<file path="src/rtl/uart_tx_fifo.sv">
// UART transmitter with a power-of-two TX FIFO in front of it.
// Each frame is start, N data bits LSB first, optional parity, then M stop bits.
module uart_tx_fifo #(
    parameter int N           = 8,
    parameter int M           = 1,
    parameter int PARITY_MODE = 0,
    parameter int BAUD_RATE   = 9600,
    parameter int CLK_FREQ    = 50000000,
    parameter int FIFO_DEPTH  = 8
) (
    input  logic                        clk,
    input  logic                        reset,
    input  logic                        wr_en,
    input  logic [N-1:0]                data_in,
    output logic                        full,
    output logic                        empty,
    output logic [$clog2(FIFO_DEPTH):0] fifo_count,
    output logic                        overflow,
    output logic                        tx,
    output logic                        busy
);
    localparam int DIV = CLK_FREQ / BAUD_RATE;
    localparam int CW  = $clog2(DIV);
    localparam int AW  = $clog2(FIFO_DEPTH);
    localparam int BCW = $clog2(N);

    localparam logic [CW-1:0]  DIV_M1     = CW'(DIV - 1);
    localparam logic [BCW-1:0] LAST_DATA  = BCW'(N - 1);
    localparam logic [BCW-1:0] LAST_STOP  = BCW'(M - 1);
    localparam logic [AW:0]    DEPTH      = (AW + 1)'(FIFO_DEPTH);
    localparam bit             HAS_PARITY = (PARITY_MODE != 0);

    typedef enum logic [2:0] {IDLE, START, DATA, PARITY, STOP} state_t;

    logic [N-1:0]   mem [FIFO_DEPTH];
    logic [AW-1:0]  wr_ptr, rd_ptr;
    logic [N-1:0]   head;
    logic           push, pop;

    state_t         state, state_next;
    logic [CW-1:0]  baud_cnt, baud_next;
    logic [BCW-1:0] bit_cnt, bit_next;
    logic [N-1:0]   shift_q, shift_next;
    logic           par_q;
    logic           tx_next;
    logic           bit_done;

    assign full     = (fifo_count == DEPTH);
    assign empty    = (fifo_count == '0);
    assign push     = wr_en && !full;
    assign head     = mem[rd_ptr];
    assign busy     = (state != IDLE);
    assign bit_done = (baud_cnt == '0);

    // NOTE: the storage array has no reset; empty/full come from the reset count, so stale words are never read.
    always_ff @(posedge clk) begin
        if (push)
            mem[wr_ptr] <= data_in;
    end

    always_ff @(posedge clk or negedge reset) begin
        if (!reset) begin
            wr_ptr     <= '0;
            rd_ptr     <= '0;
            fifo_count <= '0;
            overflow   <= 1'b0;
        end else begin
            overflow <= wr_en && full;
            if (push)
                wr_ptr <= wr_ptr + AW'(1);
            if (pop)
                rd_ptr <= rd_ptr + AW'(1);
            case ({push, pop})
                2'b10:   fifo_count <= fifo_count + 1'b1;
                2'b01:   fifo_count <= fifo_count - 1'b1;
                default: fifo_count <= fifo_count;
            endcase
        end
    end

    // NOTE: every output of this block gets a default first, so no path can leave a value held (no latches).
    always_comb begin
        state_next = state;
        baud_next  = baud_cnt;
        bit_next   = bit_cnt;
        shift_next = shift_q;
        tx_next    = tx;
        pop        = 1'b0;

        if (state != IDLE)
            baud_next = bit_done ? DIV_M1 : baud_cnt - CW'(1);

        case (state)
            IDLE: begin
                if (!empty) begin
                    state_next = START;
                    pop        = 1'b1;
                    baud_next  = DIV_M1;
                    tx_next    = 1'b0;
                end
            end
            START: begin
                if (bit_done) begin
                    state_next = DATA;
                    bit_next   = '0;
                    tx_next    = shift_q[0];
                end
            end
            DATA: begin
                if (bit_done) begin
                    if (bit_cnt == LAST_DATA) begin
                        bit_next = '0;
                        if (HAS_PARITY) begin
                            state_next = PARITY;
                            tx_next    = par_q;
                        end else begin
                            state_next = STOP;
                            tx_next    = 1'b1;
                        end
                    end else begin
                        bit_next   = bit_cnt + BCW'(1);
                        shift_next = shift_q >> 1;
                        tx_next    = shift_q[1];
                    end
                end
            end
            PARITY: begin
                if (bit_done) begin
                    state_next = STOP;
                    bit_next   = '0;
                    tx_next    = 1'b1;
                end
            end
            STOP: begin
                if (bit_done) begin
                    if (bit_cnt == LAST_STOP) begin
                        bit_next = '0;
                        // Chain straight into the next frame when more data is waiting.
                        if (!empty) begin
                            state_next = START;
                            pop        = 1'b1;
                            tx_next    = 1'b0;
                        end else begin
                            state_next = IDLE;
                            tx_next    = 1'b1;
                        end
                    end else begin
                        bit_next = bit_cnt + BCW'(1);
                    end
                end
            end
            default: begin
                state_next = IDLE;
                tx_next    = 1'b1;
            end
        endcase

        if (pop)
            shift_next = head;
    end

    // NOTE: registers use non-blocking assignments so all of them update together on the edge.
    always_ff @(posedge clk or negedge reset) begin
        if (!reset) begin
            state    <= IDLE;
            baud_cnt <= '0;
            bit_cnt  <= '0;
            shift_q  <= '0;
            par_q    <= 1'b0;
            tx       <= 1'b1;
        end else begin
            state    <= state_next;
            baud_cnt <= baud_next;
            bit_cnt  <= bit_next;
            shift_q  <= shift_next;
            tx       <= tx_next;
            if (pop)
                par_q <= (PARITY_MODE == 2) ? ~^head : ^head;
        end
    end
endmodule

</file>
<file path="config.mk">
export PLATFORM = sky130hd
export DESIGN_NAME = uart_tx_fifo
export DESIGN_NICKNAME = d
export VERILOG_FILES = /design/src/rtl/uart_tx_fifo.sv
export SDC_FILE = /design/constraint.sdc
export NUM_CORES = 1
export LEC_CHECK = 0
export CAP_MARGIN = 20
export CORE_MARGIN = 10
export CORE_UTILIZATION = 45
export CTS_BUF_LIST = sky130_fd_sc_hd__clkbuf_8 sky130_fd_sc_hd__clkbuf_16
export DETAILED_ROUTE_END_ITERATION = 12
export DONT_BUFFER_PORTS = 1
export HOLD_SLACK_MARGIN = 0.05
export RECOVER_POWER = 25
export SYNTH_ARGS = -nofsm -noshare
export SYNTH_HDL_FRONTEND = slang
export SYNTH_SLANG_ARGS = --single-unit
</file>
<file path="constraint.sdc">
create_clock -name clk -period 4.5 [get_ports clk]
set_input_delay 0.675 -clock clk [delete_from_list [all_inputs] [get_ports clk]]
set_output_delay 0.675 -clock clk [all_outputs]
set_load 0.02 [all_outputs]
</file>
==> results.ini <==
[die]
die_y_um = 120
num_io_pins = 20
die_w_um = 120
die_area_mm2 = 0.0144
start_util_pct = 46.2
core_mm2 = 0.00977
fp-row-count = 36

[detailed_routing]
drt_iter0_drc = 177
routed_via_density = 5.36
drcViolationCount = 0
vias = 2496
wirelength_mm = 8.04
wl_per_cell_um = 17.3
drtAntennaViolNets = 0
dr.pass1.iters = 4

[cts]
cts_tree = yes
cts_max_path_buffers = 2
cts_buffers = 9
clkTransAtPathRegs_ns = 0.10
cts_root_buf = clkbuf_8
clock_sinks = 103
worstSkewPairLatency_ns = 0.37
htreeDepth = 3

[synthesis]
seq_area_frac_synth_pct = 64.2
synth_ff_type = edfxtp_1
synth_cell_type_count = 40
synth-xor-area-share_pct = 2.72
synth_nets = 346
synth_top_family_by_area = multiplexers
synth-compound-area-share_pct = 6.35
ys_warn_count = 0
async_flop_share_pct = 37.9
synth_edf_count = 64
avgSynthCellArea_um2 = 13.8
syn-instance-count = 326
yosys.area_share.simple_pct = 10.6
synth_area_mm2 = 0.00451
synth_fa_ha_area_share_pct = 2.50
ys_seq_elements = 103
muxShareOfSynthArea_pct = 11.0

[sta]
fin_skew_ns = 0.0186
max_slew_margin_pct = -37.1
finalSetupViolations = 0
post-route-min-period_ns = 3.33
worst_slew_pin_slew_ns = 2.06
rsz0062_at_grt = false
period_share_pct = 74.1
finalHoldViolations = 0
fin_setup_tns_ns = 0
maxSlewViolCount = 39
fmaxAchievable_mhz = 300

[setup_path]
r2r_slack_ns = 1.17
cpMostUsedCell = xor2_1
crit_required_ns = 4.74
arrival_ns = 3.57
crit_chain = or4_1 -> o41ai_2 -> nand2_1 -> buf_4 -> inv_1 -> ha_1 -> xor2_1 -> ha_1 -> a21oi_1 -> xor2_1 -> nor2_1 -> xor2_1
cpPeakStageDelay_ns = 0.67
r2r-end = fifo_count[2]
worst_setup_path_start_kind = register
path_class = register to register
critPathSlowestCell = or4_1
r2r_cells = 12
crit_fanout = 18
reg2reg_from = baud_cnt[5]
crit_path_end_kind = register

[run]
drv_cap = 1

[power_and_ir_drop]
ir_drop_v = 0.000280
p_leak_uw = 0.00180
power_density_mw_per_mm2 = 578

[placement]
dp_cells = 449
place.detailed.hpwl_mm = 5.45
portBuffers = 0
gp_congestion = 0.782

[global_route]
gr-total-overflow = 0
grt_max_degree = 39
antenna_found_initial = 0
grtUsageTotal_pct = 11.6
grt_pass1_wl_mm = 13.1
grt_pass1_vias = 2453

[cells_and_area]
finalNetCount = 348
stdcell_count = 466
nFillCells = 869
syn_to_final_growth_pct = 8.10
diodes = 0
drive_gt1_share_pct = 14.7

[worst_hold_path]
worst_hold_path_type = input port to async pin

[outcome]
violations = capacitance limit, slew limit
outcome = complete, but fails checks

[final cells by class]
class	instances	area (um^2)	share of cell area, %
clock buffers	9	124	2.54
clock inverters	7	95.1	1.95
inverters	15	56.3	1.15
multi-input cells	195	1510	31.0
flip-flops and latches	103	2900	59.4
well taps	133	166	3.41
repair buffers	4	26.3	0.539
[registers in the layout, indices dropped and copies added, names as in the netlist]
name        count
state           3
overflow        1
baud_cnt       13
rd_ptr          3
mem            64
shift_q         8
wr_ptr          3
bit_cnt         3
fifo_count      4
tx              1
[cell usage after synthesis, types with 3 or more instances]
master	count	area [um^2]
nand2_1	26	97.6
inv_1	15	56.3
and3_1	3	18.8
a21oi_1	11	55.1
nand3_1	11	55.1
nand2b_1	5	31.3
ha_1	9	113
nor4_1	5	31.3
nor3_1	6	30.0
xor2_1	5	43.8
o22ai_1	3	18.8
o211ai_1	3	22.5
mux2i_1	7	70.1
a22o_1	3	26.3
edfxtp_1	64	1920
clkbuf_1	9	33.8
dfrtp_1	38	951
nor2b_1	5	31.3
o31ai_1	3	22.5
xnor2_1	9	78.8
or3_1	4	25.0
o21ai_0	10	50.1
a211oi_1	5	37.5
mux4_2	16	360
nor2_1	27	101
mux2_2	6	67.6
[routing by layer]
metal / routed length (um) / GRT usage, % / up-vias
met5: 0 / 0 / -
met4: 58 / 4.52 / 0
met3: 360 / 3.09 / 4
met2: 3940 / 18.5 / 42
met1: 3690 / 14.7 / 1234
li1: - / - / 1216
[report_power, final]
part	internal (uW)	switching, uW
combinational	370	319
sequential	1230	286
clock	274	342
[timing repair]
action	CTS	global route
resized for setup	0	0
hold buffers	1	0
setup buffers	0	0
hold endpoints to repair	38	0
[critical path, delay by kind of cell, from the launching register on]
kind / cells / cell delay (ns)
AND/OR/NAND/NOR: 3 / 0.83
AO/OA/AOI/OAI: 2 / 0.73
adder cells (fa/ha/maj): 2 / 0.47
flip-flops: 1 / 0.44
XOR/XNOR: 3 / 0.40
buffers and inverters: 2 / 0.33
[kinds of logic after synthesis]
family,after synthesis
buffers and inverters,28
AO/OA/AOI/OAI,44
flip-flops,103
XOR/XNOR,14
AND/OR/NAND/NOR,99
multiplexers,29
adder cells (fa/ha/maj),9
[stage by stage]
step	hold slack, ns	area (um^2)	worst slack (ns)	util (%)	total power (uW)
3_3_place_gp	0.381	4660	1.34	47.6	2220
2_1_floorplan	0.379	4510	0.800	-	2040
4_1_cts	0.112	4890	1.17	50.1	2860
5_1_grt	0.123	4880	0.856	49.9	3000
6_report	0.154	4880	1.17	49.9	2820
3_5_place_dp	0.381	4660	1.20	47.6	2230
[worst max-delay path by stage]
stage,start,endpoint,cells after the start
after global routing,baud_cnt[5],fifo_count[2],12
after global placement,baud_cnt[5],fifo_count[2],12
final,baud_cnt[5],fifo_count[2],12
after floorplan,fifo_count[1],fifo_count[2],13
after CTS,baud_cnt[5],fifo_count[2],12
after detailed placement,baud_cnt[5],fifo_count[2],12
[cells in the final DEF (no fill, tap or decap), drive strengths merged, types with 5 or more instances in the layout]
cell	n
nor2b	5
a211oi	5
nor2	27
dfrtp	38
nor4	6
a21oi	11
nor3	6
nand2b	5
mux2	6
mux4	16
nand2	26
inv	18
xor2	5
edfxtp	64
xnor2	9
nand3	11
mux2i	7
clkbuf	10
ha	9
o21ai	11
Power figures use the tool's default switching activity.
